===== src/rtl/motor_seq_pkg.sv =====
// motor_seq_pkg: shared types and default constants for the motor sequencer.
//   state_t              - sequencer state encoding
//   DEF_DEAD_CYCLES      - default brake interval, in clock cycles
//   DEF_TIMEOUT_CYCLES   - default maximum run length before a fault
//   DEF_CNT_W            - default counter width
package motor_seq_pkg;

    typedef enum logic [2:0] {
        STOP  = 3'd0,
        RUN_R = 3'd1,
        RUN_L = 3'd2,
        DEAD  = 3'd3,
        FAULT = 3'd4
    } state_t;

    localparam int DEF_DEAD_CYCLES    = 4;
    localparam int DEF_TIMEOUT_CYCLES = 1000;
    localparam int DEF_CNT_W          = 16;

endpackage


===== src/rtl/dead_timer.sv =====
// dead_timer: measures the brake interval during which both drives are off.
//   clk   in  clock
//   rst   in  synchronous active-high reset
//   start in  high in the cycle before the first brake cycle; the counter
//             loads 0 at that edge
//   done  out high during the final brake cycle
module dead_timer
    import motor_seq_pkg::*;
#(
    parameter int DEAD_CYCLES = DEF_DEAD_CYCLES,
    parameter int CNT_W       = DEF_CNT_W
) (
    input  logic clk,
    input  logic rst,
    input  logic start,
    output logic done
);

    localparam logic [CNT_W-1:0] LAST = CNT_W'(DEAD_CYCLES - 1);

    logic [CNT_W-1:0] cnt;
    logic             active;

    function automatic logic [CNT_W-1:0] sat_inc(input logic [CNT_W-1:0] v);
        return (v == '1) ? v : v + 1'b1;
    endfunction

    // cnt holds the index (from 0) of the current brake cycle.
    assign done = active && (cnt == LAST);

    always_ff @(posedge clk) begin
        if (rst) begin
            active <= 1'b0;
            cnt    <= '0;
        end else if (start) begin
            active <= 1'b1;
            cnt    <= '0;
        end else if (active) begin
            if (done) begin
                active <= 1'b0;
            end else begin
                cnt <= sat_inc(cnt);
            end
        end
    end

endmodule


===== src/rtl/motor_seq.sv =====
// motor_seq: Moore sequencer for a two-direction limit-switch motor drive.
// Every stop or reversal passes through a brake interval with both drives
// off. The two drives are never asserted together.
// Optional feature macro: MOTOR_SEQ_TIMEOUT_EN (travel-timeout fault).
//   clk   in  clock
//   rst   in  synchronous active-high reset
//   l, u  in  requests, OR-ed: 1 = drive right toward fd, 0 = drive left
//   fe    in  left end switch (1 = at left end)
//   fd    in  right end switch (1 = at right end)
//   a     out left drive
//   b     out right drive
//   busy  out running or braking
//   fault out travel timeout tripped (0 when the macro is undefined)
module motor_seq
    import motor_seq_pkg::*;
#(
    parameter int DEAD_CYCLES    = DEF_DEAD_CYCLES,
    parameter int TIMEOUT_CYCLES = DEF_TIMEOUT_CYCLES,
    parameter int CNT_W          = DEF_CNT_W
) (
    input  logic clk,
    input  logic rst,
    input  logic l,
    input  logic u,
    input  logic fe,
    input  logic fd,
    output logic a,
    output logic b,
    output logic busy,
    output logic fault
);

    // Reject configurations the counters cannot represent.
    if (DEAD_CYCLES < 1 || DEAD_CYCLES >= (2 ** CNT_W) ||
        TIMEOUT_CYCLES < 1 || TIMEOUT_CYCLES >= (2 ** CNT_W)) begin : g_bad_cfg
        $error("motor_seq: DEAD_CYCLES/TIMEOUT_CYCLES out of range for CNT_W");
    end

    state_t state;
    state_t state_nx;
    logic   req;
    logic   dead_start;
    logic   dead_done;

    assign req = l | u;

`ifdef MOTOR_SEQ_TIMEOUT_EN
    localparam logic [CNT_W-1:0] TO_LAST = CNT_W'(TIMEOUT_CYCLES - 1);

    logic [CNT_W-1:0] run_cnt;
    logic             run_entry;
    logic             timeout;

    function automatic logic [CNT_W-1:0] sat_inc(input logic [CNT_W-1:0] v);
        return (v == '1) ? v : v + 1'b1;
    endfunction

    // run_cnt is the index (from 0) of the current run cycle, so the limit
    // is hit during the TIMEOUT_CYCLES-th cycle of a run.
    assign run_entry = ((state_nx == RUN_R) || (state_nx == RUN_L)) && (state_nx != state);
    assign timeout   = (run_cnt >= TO_LAST);

    always_ff @(posedge clk) begin
        if (rst) begin
            run_cnt <= '0;
        end else if (run_entry) begin
            run_cnt <= '0;
        end else if ((state == RUN_R) || (state == RUN_L)) begin
            run_cnt <= sat_inc(run_cnt);
        end
    end
`endif

    always_ff @(posedge clk) begin
        if (rst) begin
            state <= STOP;
        end else begin
            state <= state_nx;
        end
    end

    always_comb begin
        state_nx = state;
        case (state)
            STOP: begin
                if (req && !fd) begin
                    state_nx = RUN_R;
                end else if (!req && !fe) begin
                    state_nx = RUN_L;
                end
            end
            RUN_R: begin
                // Exit conditions take priority over the timeout.
                if (fd || !req) begin
                    state_nx = DEAD;
`ifdef MOTOR_SEQ_TIMEOUT_EN
                end else if (timeout) begin
                    state_nx = FAULT;
`endif
                end
            end
            RUN_L: begin
                if (fe || req) begin
                    state_nx = DEAD;
`ifdef MOTOR_SEQ_TIMEOUT_EN
                end else if (timeout) begin
                    state_nx = FAULT;
`endif
                end
            end
            DEAD: begin
                if (dead_done) begin
                    state_nx = STOP;
                end
            end
            FAULT: begin
`ifdef MOTOR_SEQ_TIMEOUT_EN
                state_nx = FAULT;
`else
                state_nx = STOP;
`endif
            end
            default: state_nx = STOP;
        endcase
    end

    assign dead_start = (state_nx == DEAD) && (state != DEAD);

    dead_timer #(
        .DEAD_CYCLES(DEAD_CYCLES),
        .CNT_W      (CNT_W)
    ) u_dead_timer (
        .clk  (clk),
        .rst  (rst),
        .start(dead_start),
        .done (dead_done)
    );

    assign a    = (state == RUN_L);
    assign b    = (state == RUN_R);
    assign busy = (state == RUN_L) || (state == RUN_R) || (state == DEAD);
`ifdef MOTOR_SEQ_TIMEOUT_EN
    assign fault = (state == FAULT);
`else
    assign fault = 1'b0;
`endif

endmodule

===== config.mk =====
export PLATFORM = sky130hd
export DESIGN_NAME = motor_seq
export DESIGN_NICKNAME = d
export VERILOG_FILES = /design/src/rtl/motor_seq_pkg.sv /design/src/rtl/dead_timer.sv /design/src/rtl/motor_seq.sv
export SDC_FILE = /design/constraint.sdc
export NUM_CORES = 1
export LEC_CHECK = 0
export ABC_CLOCK_PERIOD_IN_PS = 2300
export CORE_MARGIN = 1.5
export CORE_UTILIZATION = 40
export DETAILED_ROUTE_END_ITERATION = 16
export SETUP_SLACK_MARGIN = 0.05
export SLEW_MARGIN = 10
export SYNTH_ARGS = -nofsm -noshare
export SYNTH_HDL_FRONTEND = slang
export SYNTH_SLANG_ARGS = --single-unit

===== constraint.sdc =====
create_clock -name clk -period 2.3 [get_ports clk]
set_input_delay 0.46 -clock clk [delete_from_list [all_inputs] [get_ports clk]]
set_output_delay 0.46 -clock clk [all_outputs]
set_load 0.005 [all_outputs]

After elaboration in Yosys (flattened, before gate mapping)
Index checks and enable logic that the tools add are counted.
{"block": "totals", "elab_cells": 37, "output_inout_bits": 4, "ff_bits": 20}
{"block": "classes", "addsub": 1, "bitwise": 3, "muxes": 9, "n_eq_ne": 7, "n_reduce_logical": 14}
{"operator": "$add 16x1->16 const B", "count": 1}
{"operator": "$eq 16x16->1 const B", "count": 1}
{"operator": "$eq 16x2->1 const B", "count": 1}
{"operator": "$mux 3", "count": 5}
{"operator": "$pmux 3 s4", "count": 1}
{"operator": "$eq 3x2->1 const B", "count": 3}
{"operator": "$logic_and 1x1->1", "count": 4}
{"operator": "$logic_or 1x1->1", "count": 4}
{"operator": "$eq 3x1->1 const B", "count": 1}
{"operator": "$logic_not 1->1", "count": 3}
{"operator": "$logic_not 3->1", "count": 1}
{"operator": "$mux 1", "count": 3}
{"operator": "$ne 3x2->1 const B", "count": 1}
{"operator": "$reduce_and 3->1", "count": 1}
{"operator": "$not 1->1", "count": 2}
{"operator": "$reduce_or 2->1", "count": 1}
{"operator": "$or 1x1->1", "count": 1}

Logic depth before layout (Yosys ltp)
Gate-level depths: netlist of run 1.
{"block": "logic_depth", "word_depth": 9, "mapped_depth": 8, "mapped_depth_nobuf": 6}

Cells and area by module
Synthesis of run 1 repeated with hierarchy kept, for this count alone.
{"block": "unflattened", "hier_cells": 138, "area_unflattened_um2": 1183.6}
{"module": "dead_timer", "n_inst": 1, "cells_per_inst": 117, "area_each_um2": 1008.5}
{"module": "motor_seq", "n_inst": 1, "cells_per_inst": 21, "area_each_um2": 175.2}

Least setup slack after synthesis of run 1
Ideal clock, no wire load.
{"block": "synth_timing", "path_type": "register to register", "start": "register u_dead_timer.cnt[0]", "end": "register u_dead_timer.cnt[0]", "required_ps": 2167, "arrival_ps": 1719, "period_less_slack_ps": 1851, "setup_slack_ps": 449, "n_path_buf": 2, "path_stages_with_launch": 9, "cell_sequence": "dfxtp_1 > ha_1 > nand3_1 > or4_4 > nand3_2 > buf_6 > buf_12 > xor2_1 > nor2_1"}
{"block": "synth_between", "elab_chain_len": 7, "elab_cells_between_ends": 12}
{"item": "start, declared", "line": "dead_timer.sv:21", "text": "logic [CNT_W-1:0] cnt;"}
{"item": "start signal, assigned", "line": "dead_timer.sv:42", "text": "cnt <= sat_inc(cnt);"}
{"item": "$eq 16x2->1", "line": "dead_timer.sv:29", "text": "assign done = active && (cnt == LAST);"}
{"item": "$logic_and 1x1->1", "line": "dead_timer.sv:29"}
{"item": "$mux 3", "line": "motor_seq.sv:112", "text": "if (dead_done) begin"}
{"item": "$pmux 3 s4", "line": "motor_seq.sv:84", "text": "case (state)"}
{"item": "$eq 3x2->1", "line": "motor_seq.sv:127", "text": "assign dead_start = (state_nx == DEAD) && (state != DEAD);"}
{"item": "$logic_and 1x1->1", "line": "motor_seq.sv:127"}
{"item": "$reduce_or 2->1 (no source line)"}
Parallel ways exist; a longest one is shown, timed or not.
A chain may end at the register's enable or synchronous reset.

Worst setup path after layout of run 1
{"block": "layout_timing", "start": "register state[1]", "end": "output a"}
{"block": "layout_between", "elab_chain_len": 1}
{"item": "start, declared", "line": "motor_seq.sv:39", "text": "state_t state;"}
{"item": "start signal, assigned", "line": "motor_seq.sv:78", "text": "state <= state_nx;"}
{"item": "$eq 3x2->1", "line": "motor_seq.sv:139", "text": "assign a = (state == RUN_L);"}
{"item": "end, declared", "line": "motor_seq.sv:27", "text": "output logic a,"}
No other way between the ends.

==> results_dict.tcl, run 1 <==
set metrics [dict create \
    synthAdderAreaFrac_pct 1.18 \
    drt-vias-per-instance 5.70 \
    gp_congestion 0.766 \
    synth_seq_cells 20 \
    crit_arrival_ns 1.58 \
    synthMuxAreaShare_pct 0 \
    comb_power_share_pct 8.8 \
    cts_tree "yes" \
    fin_nets 152 \
    crit_chain "nor3b_1 -> clkdlybuf4s50_1" \
    cts_hold_buffers 0 \
    crit_type "reg2out" \
    post-route-period-util_pct 88.6 \
    dr.pass1.iters 4 \
    grt_pass1_wl_mm 3.75 \
    seqPwrFrac_pct 63.0 \
    cts_inserted_buffers 3 \
    post_cts_resized 0 \
    cts_setup_buffers 0 \
    seq_area_frac_synth_pct 37.7 \
    clockBufferDepth 2 \
    switching_share_pct 23.1 \
    drtIter0Drc 24 \
    synth_edf_count 0 \
    path_max_fanout 6 \
    peakVddDrop_mv 0.367 \
    drcViolationCount 0 \
    maxSlewViolCount 0 \
    cp.required_ns 1.84 \
    io-pin-count 10 \
    io_buffers 8 \
    p_per_area_nw_per_um2 464 \
    clk_pin_slew_ns 0.10 \
    p_int_mw 0.437 \
    dieArea_um2 2970 \
    max_freq_mhz 491 \
    cp_slowest_cell "clkdlybuf4s50_1" \
    drv_cap 0 \
    synthArstFlopShare_pct 0 \
    avgSynthCellArea_um2 8.36 \
    cp-start-kind "register" \
    crit_path_end_kind "output pin" \
    cp_top_family "buffers and inverters" \
    postSynthCellCount 127 \
    grt_max_degree 13 \
    n_antenna_cell 0 \
    dpl.hpwl_mm 1.76 \
    post_drt_wl_per_cell_um 13.3 \
    switching_power_mw 0.131 \
    synth_top_family_by_area "simple AND/OR/NAND/NOR gates" \
    antenna_found_initial 0 \
    yosys_warnings 0 \
    finalSetupViolCount 0 \
    hp-class "reg2reg" \
    cts.sinks 20 \
    period_needed_ns 2.04 \
    finalSetupTns_ns 0 \
    finClkSkew_ns 0.00976 \
    clockRootBuffer "clkbuf_4" \
    grt_pass1_vias 819 \
    critPathBufInv 1 \
    grt_setup_unrepaired "false" \
    power_leakage_nw 0.382 \
    synth_xor_area_share_pct 2.47 \
    drive_gt1_share_pct 14.0 \
    syn_area_um2 1060 \
    outcome "complete, no violations" \
    drt_wl_total_mm 2.30 \
    slowest_delay_ns 0.57 \
    die_w_um 54.5 \
    track_usage_pct 18.0 \
    ant_nets 0 \
    area_growth_pct 15.2 \
    pwr-share-clk_pct 28.2 \
    start_util_pct 42.5 \
    grt_overflow 0 \
    hold_violations 0 \
    clock_latency_ns 0.30 \
    synth_compound_area_share_pct 17.9 \
    vias 986 \
    synthFlopType "dfxtp_1" \
    placementRows 18 \
    die_height_um 54.5 \
    p_total_mw 0.568 \
    h-tree-depth 1 \
    core_area_um2 2500 \
    synth-simple-area-share_pct 35.0 \
    synth_cell_types 37 \
]
==> metrics by stage <==
stage | hold slack [ns] | util (%) | area, um2 | std cells | worst slack (ns)
5_1_grt | 0.542 | 48.9 | 1220 | 173 | 0.140
2_1_floorplan | 0.464 | - | 1070 | 128 | 0.449
4_1_cts | 0.500 | 48.9 | 1220 | 173 | 0.246
3_3_place_gp | 0.480 | 48.0 | 1200 | 170 | 0.103
3_5_place_dp | 0.485 | 48.0 | 1200 | 170 | 0.0486
6_report | 0.496 | 48.9 | 1220 | 173 | 0.262
==> metal layers <==
metal | track usage (%) | vias up | part of all wire (%)
met3 | 5.74 | 5 | 3.7
met1 | 23.5 | 460 | 50
met4 | 6.25 | 0 | 1.3
met2 | 27.9 | 12 | 45
met5 | 0 | - | 0
li1 | - | 509 | -
==> cell type report <==
class | count | area (um2)
Clock buffer | 3 | 22.5
Fill cell | 256 | 1280
Inverter | 4 | 15.0
Multi-Input combinational cell | 100 | 608
Sequential cell | 20 | 400
Tap cell | 30 | 37.5
Timing Repair Buffer | 16 | 140
==> power by group through the flow <==
stage          sequential [mW]  clock [mW]  combinational (mW)
5_1_grt                  0.358       0.183              0.0549
2_1_floorplan            0.364           0              0.0300
4_1_cts                  0.358       0.170              0.0502
6_report                 0.358       0.160              0.0498
3_3_place_gp             0.365           0              0.0494
3_5_place_dp             0.365           0              0.0502
==> cells in the mapped netlist (2+ instances only) <==
master / number / area share, %
dfxtp_1: 20 / 38
nand2_1: 13 / 4.6
nor2_1: 11 / 3.9
nand4_1: 7 / 4.1
nand3_1: 6 / 2.8
o21ai_1: 6 / 2.8
or3_1: 6 / 3.5
a21oi_1: 5 / 2.4
a21oi_2: 5 / 4.1
nor3_1: 5 / 2.4
or4_1: 5 / 3.5
inv_1: 4 / 1.4
o31ai_1: 3 / 2.1
a211oi_1: 2 / 1.4
and3_1: 2 / 1.2
nand4_2: 2 / 2.4
nor3b_1: 2 / 1.4
nor4_1: 2 / 1.2
o211ai_1: 2 / 1.4
xor2_1: 2 / 1.6
==> path summary, 6_finish.rpt <==
kind,cells after the start,slack (ns),from,end
worst max-delay path,2,0.26,state[1]$_SDFF_PP0_,a
worst min register to register,2,0.50,u_dead_timer.cnt[1]$_SDFFE_PP0P_,u_dead_timer.cnt[1]$_SDFFE_PP0P_
worst min-delay path,2,0.50,u_dead_timer.cnt[1]$_SDFFE_PP0P_,u_dead_timer.cnt[1]$_SDFFE_PP0P_
worst max register to register,7,0.28,u_dead_timer.cnt[0]$_SDFFE_PP0P_,u_dead_timer.cnt[0]$_SDFFE_PP0P_
==> cells by family after synthesis <==
family	after synthesis
xor gates and xnor gates	3
buffers and inverters	8
adders and majority gates	1
and+or+nand+nor	66
DFF	20
other	1
AOI/OAI and AO/OA	28
==> tightest hold or removal path: cells and delay by family, from the launching register on <==
| kind | cells | cell delay (ns) |
|---|---|---|
| and+or+nand+nor | 1 | 0.07 |
| DFF | 1 | 0.34 |
| AOI/OAI and AO/OA | 1 | 0.05 |
==> flip-flops by register name (all words and copies together), names as in the netlist <==
register / count
state: 3
u_dead_timer.active: 1
u_dead_timer.cnt: 16
==> layout by cell type, fill, tap and decap left out, types with 2 or more instances in the layout <==
cell type        count
a211oi_1             2
a21oi_1              5
a21oi_2              5
and3_1               2
buf_4                8
clkbuf_4             3
clkdlybuf4s50_1      8
conb_1               2
dfxtp_1             20
inv_1                4
nand2_1             13
nand3_1              6
nand4_1              7
nand4_2              2
nor2_1              11
nor3_1               5
nor3b_1              2
nor4_1               2
o211ai_1             2
o21ai_1              6
o31ai_1              3
or3_1                6
or4_1                5
xor2_1               2
Power figures use the tool's default switching activity.
==> inputs of run 2 (changes only) <==
--- a/config.mk
+++ b/config.mk
@@ -6,9 +6,11 @@
 export NUM_CORES = 1
 export LEC_CHECK = 0
 export ABC_CLOCK_PERIOD_IN_PS = 2300
+export CAP_MARGIN = 20
 export CORE_MARGIN = 1.5
 export CORE_UTILIZATION = 40
 export DETAILED_ROUTE_END_ITERATION = 16
+export PLACE_DENSITY = 0.63
 export SETUP_SLACK_MARGIN = 0.05
 export SLEW_MARGIN = 10
 export SYNTH_ARGS = -nofsm -noshare
==> run 2 against run 1 <==
Against the previous run:
- wire length fell by 3.3%
- power hardly changed
- sequential power about the same
- register-to-register slack improved by 0.02 ns
- highest routed layer unchanged
- clock-buffer cell count did not move
- clock skew is 0.0041 ns lower
- flip-flop and latch count unchanged
- largest power group unchanged
- maximum frequency increased by 0.80%
- final cell count up 0.58%
- via count increased by 0.61%
- combinational power down 2%
- cell area grew 0.61%
- largest cell class unchanged
==> results_dict.tcl, run 2 (synthesis results as in run 1) <==
set metrics [dict create \
    clockBufferDepth 2 \
    critPathBufInv 1 \
    outcome "complete, no violations" \
    p_per_area_nw_per_um2 461 \
    max_freq_mhz 495 \
    dpl.hpwl_mm 1.74 \
    vias 992 \
    dr.pass1.iters 4 \
    grt_pass1_vias 858 \
    largest_reg_flops 16 \
    finalSetupViolCount 0 \
    clk_pin_slew_ns 0.10 \
    die_w_um 54.5 \
    cp_top_family "buffers and inverters" \
    grt_setup_unrepaired "false" \
    cts_inserted_buffers 3 \
    mostFrequentLayoutCell "dfxtp_1" \
    hp-class "reg2reg" \
    reg.largest.list "u_dead_timer.cnt x16, state x3, u_dead_timer.active x1" \
    drtIter0Drc 13 \
    fillCellCount 252 \
    post_cts_resized 0 \
    hold_ws_ns 0.503 \
    gp_congestion 0.778 \
    drcViolationCount 0 \
    preCtsSetupSlack_ns 0.0262 \
    io-pin-count 10 \
    cts_setup_buffers 0 \
    peakVddDrop_mv 0.395 \
    seq_area_um2 400 \
    drt_wl_total_mm 2.23 \
    path_max_fanout 6 \
    largest_register "u_dead_timer.cnt" \
    placementRows 18 \
    whs_path_depth 2 \
    cp-start-kind "register" \
    cts.sinks 20 \
    cp_slowest_cell "clkdlybuf4s50_1" \
    cp.required_ns 1.84 \
    crit_arrival_ns 1.56 \
    final_cell_mix "20 x dfxtp_1, 13 x nand2_1, 11 x nor2_1, 9 x buf_4, 8 x clkdlybuf4s50_1" \
    die_height_um 54.5 \
    multiInputGateArea_um2 608 \
    drv_cap 0 \
    track_usage_pct 17.7 \
    core_area_um2 2500 \
    grt_overflow 0 \
    ant_nets 0 \
    post_drt_wl_per_cell_um 12.8 \
    drt-vias-per-instance 5.70 \
    maxSlewViolCount 0 \
    clock_latency_ns 0.30 \
    hold_violations 0 \
    drive_gt1_share_pct 14.6 \
    area_growth_pct 15.9 \
    io_buffers 8 \
    post-route-period-util_pct 87.9 \
    dieArea_um2 2970 \
    crit_type "reg2out" \
    n_antenna_cell 0 \
    start_util_pct 42.5 \
    r2r_cells 7 \
    fin_nets 153 \
    power_leakage_nw 0.387 \
    crit_cells 2 \
    p_total_mw 0.568 \
    setup_slack_ns 0.278 \
    finClkSkew_ns 0.00567 \
    cts_hold_buffers 0 \
    finalSetupTns_ns 0 \
    grt_pass1_wl_mm 3.79 \
    crit_path_end_kind "output pin" \
    period_needed_ns 2.02 \
    h-tree-depth 1 \
    slowest_delay_ns 0.56 \
    crit_chain "nor3b_1 -> clkdlybuf4s50_1" \
    clockRootBuffer "clkbuf_4" \
    grt_max_degree 13 \
    cts_tree "yes" \
    antenna_found_initial 0 \
]
run 2: cell count changes in the layout (fill, tap and decap cells not counted):
cell | previous run | this run
buf_4 | 8 | 9
run 2: per-stage QoR:
step | cells | utilization [%] | area [um2]
after CTS | 174 | 49.2 | 1230
after detailed placement | 171 | 48.3 | 1210
after global routing | 174 | 49.2 | 1230
after floorplan | 128 | - | 1070
final | 174 | 49.2 | 1230
after global placement | 171 | 48.3 | 1210
run 2: where the power goes:
group	leakage [nW]	internal [mW]	switching, mW
Sequential	0.162	0.351	0.00640
Combinational	0.211	0.0248	0.0241
Clock	0.0138	0.0610	0.101
Total	0.387	0.437	0.131
run 2: worst paths after layout:
kind | startpoint | endpoint | slack, ns
max | state[1]$_SDFF_PP0_ | a | 0.28
min | u_dead_timer.cnt[1]$_SDFFE_PP0P_ | u_dead_timer.cnt[1]$_SDFFE_PP0P_ | 0.50
max reg2reg | u_dead_timer.cnt[0]$_SDFFE_PP0P_ | u_dead_timer.cnt[9]$_SDFFE_PP0P_ | 0.30
min reg2reg | u_dead_timer.cnt[1]$_SDFFE_PP0P_ | u_dead_timer.cnt[1]$_SDFFE_PP0P_ | 0.50
run 2: metal layers:
metal / GRT usage (%) / wire (um) / up-vias
met5: 0 / 0 / -
met3: 5.74 / 49 / 2
met1: 24.9 / 1120 / 468
li1: - / - / 516
met2: 26.3 / 1040 / 6
met4: 3.75 / 15 / 0
run 2: tightest hold or removal path, stage by stage, from the launching register on:
cell and delay, ns:
dfxtp_1 0.35, nand3_1 0.07, o21ai_1 0.05
run 2: area by class of cell:
| type | instances | area share, % |
|---|---|---|
| clock buffers | 3 | 1.83 |
| inverters | 4 | 1.22 |
| multi-input cells | 100 | 49.4 |
| flip-flops and latches | 20 | 32.5 |
| well taps | 30 | 3.05 |
| repair buffers | 17 | 12.0 |
